File: src/rtl/time_of_day_counter.sv
// Time-of-day counter: divides a tick timebase into seconds and keeps hh:mm:ss.
// Supports validated time loads and provides binary and BCD outputs.
module time_of_day_counter #(
    parameter int unsigned TICKS_PER_SEC = 1000
) (
    input  logic       i_clk,
    input  logic       i_rst,
    input  logic       i_enable,
    input  logic       i_tick,
    input  logic       i_load,
    input  logic [4:0] i_load_hour,
    input  logic [5:0] i_load_min,
    input  logic [5:0] i_load_sec,
    output logic       o_load_ack,
    output logic       o_load_err,
    output logic [4:0] o_hour,
    output logic [5:0] o_min,
    output logic [5:0] o_sec,
    output logic [7:0] o_hour_bcd,
    output logic [7:0] o_min_bcd,
    output logic [7:0] o_sec_bcd,
    output logic       o_sec_pulse,
    output logic       o_day_pulse
);

    localparam logic [15:0] LastTick = 16'(TICKS_PER_SEC - 1);

    logic [15:0] prescaler_q, prescaler_d;
    logic [4:0]  hour_q, hour_d;
    logic [5:0]  min_q, min_d;
    logic [5:0]  sec_q, sec_d;
    logic        load_ack_q, load_ack_d;
    logic        load_err_q, load_err_d;
    logic        sec_pulse_q, sec_pulse_d;
    logic        day_pulse_q, day_pulse_d;
    logic        load_valid;

    // Inputs are at most 63, so six subtract-by-ten steps always finish the split.
    function automatic logic [7:0] to_bcd(input logic [5:0] value);
        logic [3:0] tens;
        logic [5:0] rest;
        tens = 4'd0;
        rest = value;
        for (int i = 0; i < 6; i++) begin
            if (rest >= 6'd10) begin
                rest = rest - 6'd10;
                tens = tens + 4'd1;
            end
        end
        return {tens, rest[3:0]};
    endfunction

    assign load_valid = i_load && (i_load_hour <= 5'd23) && (i_load_min <= 6'd59)
                        && (i_load_sec <= 6'd59);

    always_comb begin
        prescaler_d = prescaler_q;
        hour_d      = hour_q;
        min_d       = min_q;
        sec_d       = sec_q;
        load_ack_d  = 1'b0;
        load_err_d  = 1'b0;
        sec_pulse_d = 1'b0;
        day_pulse_d = 1'b0;
        if (load_valid) begin
            // A valid load wins over any tick arriving on the same edge.
            prescaler_d = '0;
            hour_d      = i_load_hour;
            min_d       = i_load_min;
            sec_d       = i_load_sec;
            load_ack_d  = 1'b1;
        end else begin
            load_err_d = i_load;
            if (i_enable && i_tick) begin
                if (prescaler_q == LastTick) begin
                    prescaler_d = '0;
                    sec_pulse_d = 1'b1;
                    if (sec_q == 6'd59) begin
                        sec_d = '0;
                        if (min_q == 6'd59) begin
                            min_d = '0;
                            if (hour_q == 5'd23) begin
                                hour_d      = '0;
                                day_pulse_d = 1'b1;
                            end else begin
                                hour_d = hour_q + 5'd1;
                            end
                        end else begin
                            min_d = min_q + 6'd1;
                        end
                    end else begin
                        sec_d = sec_q + 6'd1;
                    end
                end else begin
                    prescaler_d = prescaler_q + 16'd1;
                end
            end
        end
    end

    always_ff @(posedge i_clk) begin
        if (i_rst) begin
            prescaler_q <= '0;
            hour_q      <= '0;
            min_q       <= '0;
            sec_q       <= '0;
            load_ack_q  <= 1'b0;
            load_err_q  <= 1'b0;
            sec_pulse_q <= 1'b0;
            day_pulse_q <= 1'b0;
        end else begin
            prescaler_q <= prescaler_d;
            hour_q      <= hour_d;
            min_q       <= min_d;
            sec_q       <= sec_d;
            load_ack_q  <= load_ack_d;
            load_err_q  <= load_err_d;
            sec_pulse_q <= sec_pulse_d;
            day_pulse_q <= day_pulse_d;
        end
    end

    assign o_hour      = hour_q;
    assign o_min       = min_q;
    assign o_sec       = sec_q;
    assign o_hour_bcd  = to_bcd({1'b0, hour_q});
    assign o_min_bcd   = to_bcd(min_q);
    assign o_sec_bcd   = to_bcd(sec_q);
    assign o_load_ack  = load_ack_q;
    assign o_load_err  = load_err_q;
    assign o_sec_pulse = sec_pulse_q;
    assign o_day_pulse = day_pulse_q;

endmodule

File: config.mk
export PLATFORM = sky130hd
export DESIGN_NAME = time_of_day_counter
export DESIGN_NICKNAME = d
export VERILOG_FILES = /design/src/rtl/time_of_day_counter.sv
export SDC_FILE = /design/constraint.sdc
export NUM_CORES = 1
export LEC_CHECK = 0
export CAP_MARGIN = 20
export CORE_MARGIN = 2
export CORE_UTILIZATION = 45
export DETAILED_ROUTE_END_ITERATION = 10
export GPL_TIMING_DRIVEN = 0
export PLACE_DENSITY = 0.7
export SYNTH_ARGS = -nofsm -noshare
export SYNTH_HDL_FRONTEND = slang
export SYNTH_SLANG_ARGS = --single-unit
File: constraint.sdc
create_clock -name i_clk -period 17.9 [get_ports i_clk]
set_input_delay 1.79 -clock i_clk [delete_from_list [all_inputs] [get_ports i_clk]]
set_output_delay 1.79 -clock i_clk [all_outputs]
set_load 0.005 [all_outputs]
==> flow_summary.toml <==
[critical_path]
cp.required_ns = 16.11
cp_max_fo = 10
critPathKind = "reg -> out"
end_kind = "primary output"
r2r_start = "o_sec[3]"
cp_common_cell = "ha_1"
crit_arrival_ns = 8.22
crit_path_start_kind = "flop"
max_stage_delay_ns = 0.44
critPathSlowestCell = "clkdlybuf4s50_1"
crit_start = "o_sec[2]"

[grt]
met3_usage = 0.0174
antenna_found_initial = 0
grt_pass1_wl_microns = 24900
grt_pass1_vias = 5461
met2_usage = 0.340
grt_use_met1 = 0.284
busiest_layer = "met2"
grt_max_degree = 12
grt-ovfl-total = 0
grtUsageTotal = 0.203

[route]
ant_nets = 0
wl_per_cell_microns = 13.9
first_pass_iters = 5
finalWirelength_microns = 14700
vias = 6117
via_per_inst = 5.78
drc = 0
drtIter0Drc = 361

[clock_tree]
cts_max_level = 2
postCtsSetupBuffers = 0
cts_tree = "built"
cts_made_buffers = 5
clock_latency_ns = 0.28
cts_resized = 0
clk_pin_slew_worst_paths_ns = 0.05
clock-sinks = 37
postCtsHoldBufs = 0
clock_path_buffers = 2
cts_root_buf = "clkbuf_16"

[synth]
syn_inst = 813
synthFlopType = "dfxtp_1"
synthArstFlopShare = 0
synth_mux_area_frac = 0.0379
synth_edf_count = 0
synth-seq-cells = 37
synthTopCellsByArea = "dfxtp_1, ha_1, nand2_1"
ys_types = 93
netlist.area_leader.share = 0.126
synth_fa_ha_area_frac = 0.0852
synth_nets = 875
syn_area_sq_um = 5880
yosys.area.top_type = "dfxtp_1"
avgSynthCellArea_sq_um = 7.23
yosysMostFrequentCell = "nand2_1"
synth.yosys.warnings = 0
ys_top_cells_by_count = "nand2_1, nor2_1, o21ai_0"
synth-simple-area-share = 0.286
ys_seq_area_frac = 0.126
synth_compound_area_frac = 0.305
synth_xor_area_frac = 0.0965
synth_top_family_by_area = "compound AO/OA/AOI/OAI gates"

[place]
dp_hpwl_microns = 11700
port_buffers = 66
pre_cts_slack_ns = 8.23
place_congestion = 0.906

[floorplanning]
num_io_pins = 67
start_util = 0.464
coreArea_sq_um = 12700
die_area_sq_um = 14000
die_y_microns = 118
die-width_microns = 118
rows = 41

[pwr]
ir_worst_vdd_uv = 161
powerDensity_nw_per_um2 = 110
p_leak_nw = 2.71

[sta]
worst_slack_ns = 7.89
setup_viol = 0
skew_ns = 0.00674
slew_violations = 0
worst_slew_pin_slew_ns = 0.876
relSlewSlack = 0.411
finalSetupTns_ns = 0
fmax_mhz = 99.9
finalHoldViolations = 0
rsz0062_at_grt = "false"
period_minus_slack_ns = 10.01
period_share = 0.559

[flow_run]
drv_cap = 0

[cells_and_area]
final_nets = 948
drive_gt1_frac = 0.0789
antenna_cells = 0
area_growth_pct = 17.6

[status]
outcome = "finished, final reports clean"

[hold_path]
hold_start = "prescaler_q[1]"
hold_class = "reg -> reg"
-- metrics by stage --
stage	power, mW	std cells	utilization	cell area, sq um	hold slack [ns]
3_5_place_dp	0.674	1051	0.533	6750	0.476
2_1_floorplan	0.506	813	-	5880	0.454
3_3_place_gp	0.666	1051	0.533	6750	0.469
4_1_cts	0.767	1059	0.545	6910	0.489
5_1_grt	0.835	1059	0.545	6910	0.508
6_report	0.761	1059	0.545	6910	0.484
-- kinds of logic after synthesis --
| kind of cell | after synthesis |
|---|---|
| adders and majority gates | 40 |
| buffers and inverters | 82 |
| muxes | 21 |
| AOI/OAI and AO/OA | 248 |
| DFF | 37 |
| and+or+nand+nor | 325 |
| xor gates and xnor gates | 60 |
-- layout by cell type (no fill, tap or decap), types with 8 or more instances in the layout --
cell type / count
o21ai_0: 57
nor4_1: 8
o21a_1: 13
nand3_1: 35
buf_2: 8
nor3_1: 18
mux2i_1: 14
dfxtp_1: 37
inv_1: 41
o211ai_1: 12
nor2_1: 64
a21oi_1: 47
nand4_1: 10
nor2b_1: 8
nand2_1: 93
or2_2: 8
clkdlybuf4s50_1: 66
or3_1: 15
xnor2_1: 36
ha_1: 40
a211oi_1: 19
and2_1: 14
clkbuf_1: 25
xor2_1: 21
and3_1: 9
-- final timing paths --
| check | slack [ns] | depth (start not counted) | endpoint |
|---|---|---|---|
| max reg2reg | 14.80 | 8 | o_min[3] |
| min | 0.48 | 2 | prescaler_q[1] |
| max | 7.89 | 35 | o_sec_bcd[5] |
| min reg2reg | 0.48 | 2 | prescaler_q[1] |
-- power by group --
part | leakage (nW) | switching, mW | internal [mW]
registers | 0.302 | 0.00508 | 0.0858
clock network | 0.0799 | 0.0325 | 0.0589
logic | 2.33 | 0.291 | 0.288
-- registers in the layout (all words and copies together) (netlist names) --
| register | flops |
|---|---|
| o_load_ack | 1 |
| o_sec | 6 |
| o_sec_pulse | 1 |
| o_hour | 5 |
| o_min | 6 |
| o_load_err | 1 |
| o_day_pulse | 1 |
| prescaler_q | 16 |
-- per-layer routing --
layer  up-vias  part of all wire
met5         -                 0
met4         0            0.0097
met3        15             0.036
met2       113              0.47
met1      2839              0.49
li1       3150                 -
-- critical path: cells and delay by family (launching register included) --
kind / cells / cell delay, ns
flip-flops: 1 / 0.39
AO/OA/AOI/OAI: 7 / 1.49
adder cells (fa/ha/maj): 6 / 1.34
XOR/XNOR: 1 / 0.34
AND/OR/NAND/NOR: 9 / 2.10
buffers and inverters: 9 / 1.28
multiplexers: 3 / 1.00
-- layout make-up --
type | instances | area (sq um)
clock inverters | 1 | 5.00
plain buffers | 40 | 198
repair buffers | 66 | 661
inverters | 42 | 170
flip-flops and latches | 37 | 741
multi-input cells | 694 | 4770
well taps | 172 | 215
fillers | 1287 | 5760
clock buffers | 7 | 153
(Power assumes the default switching activity.)
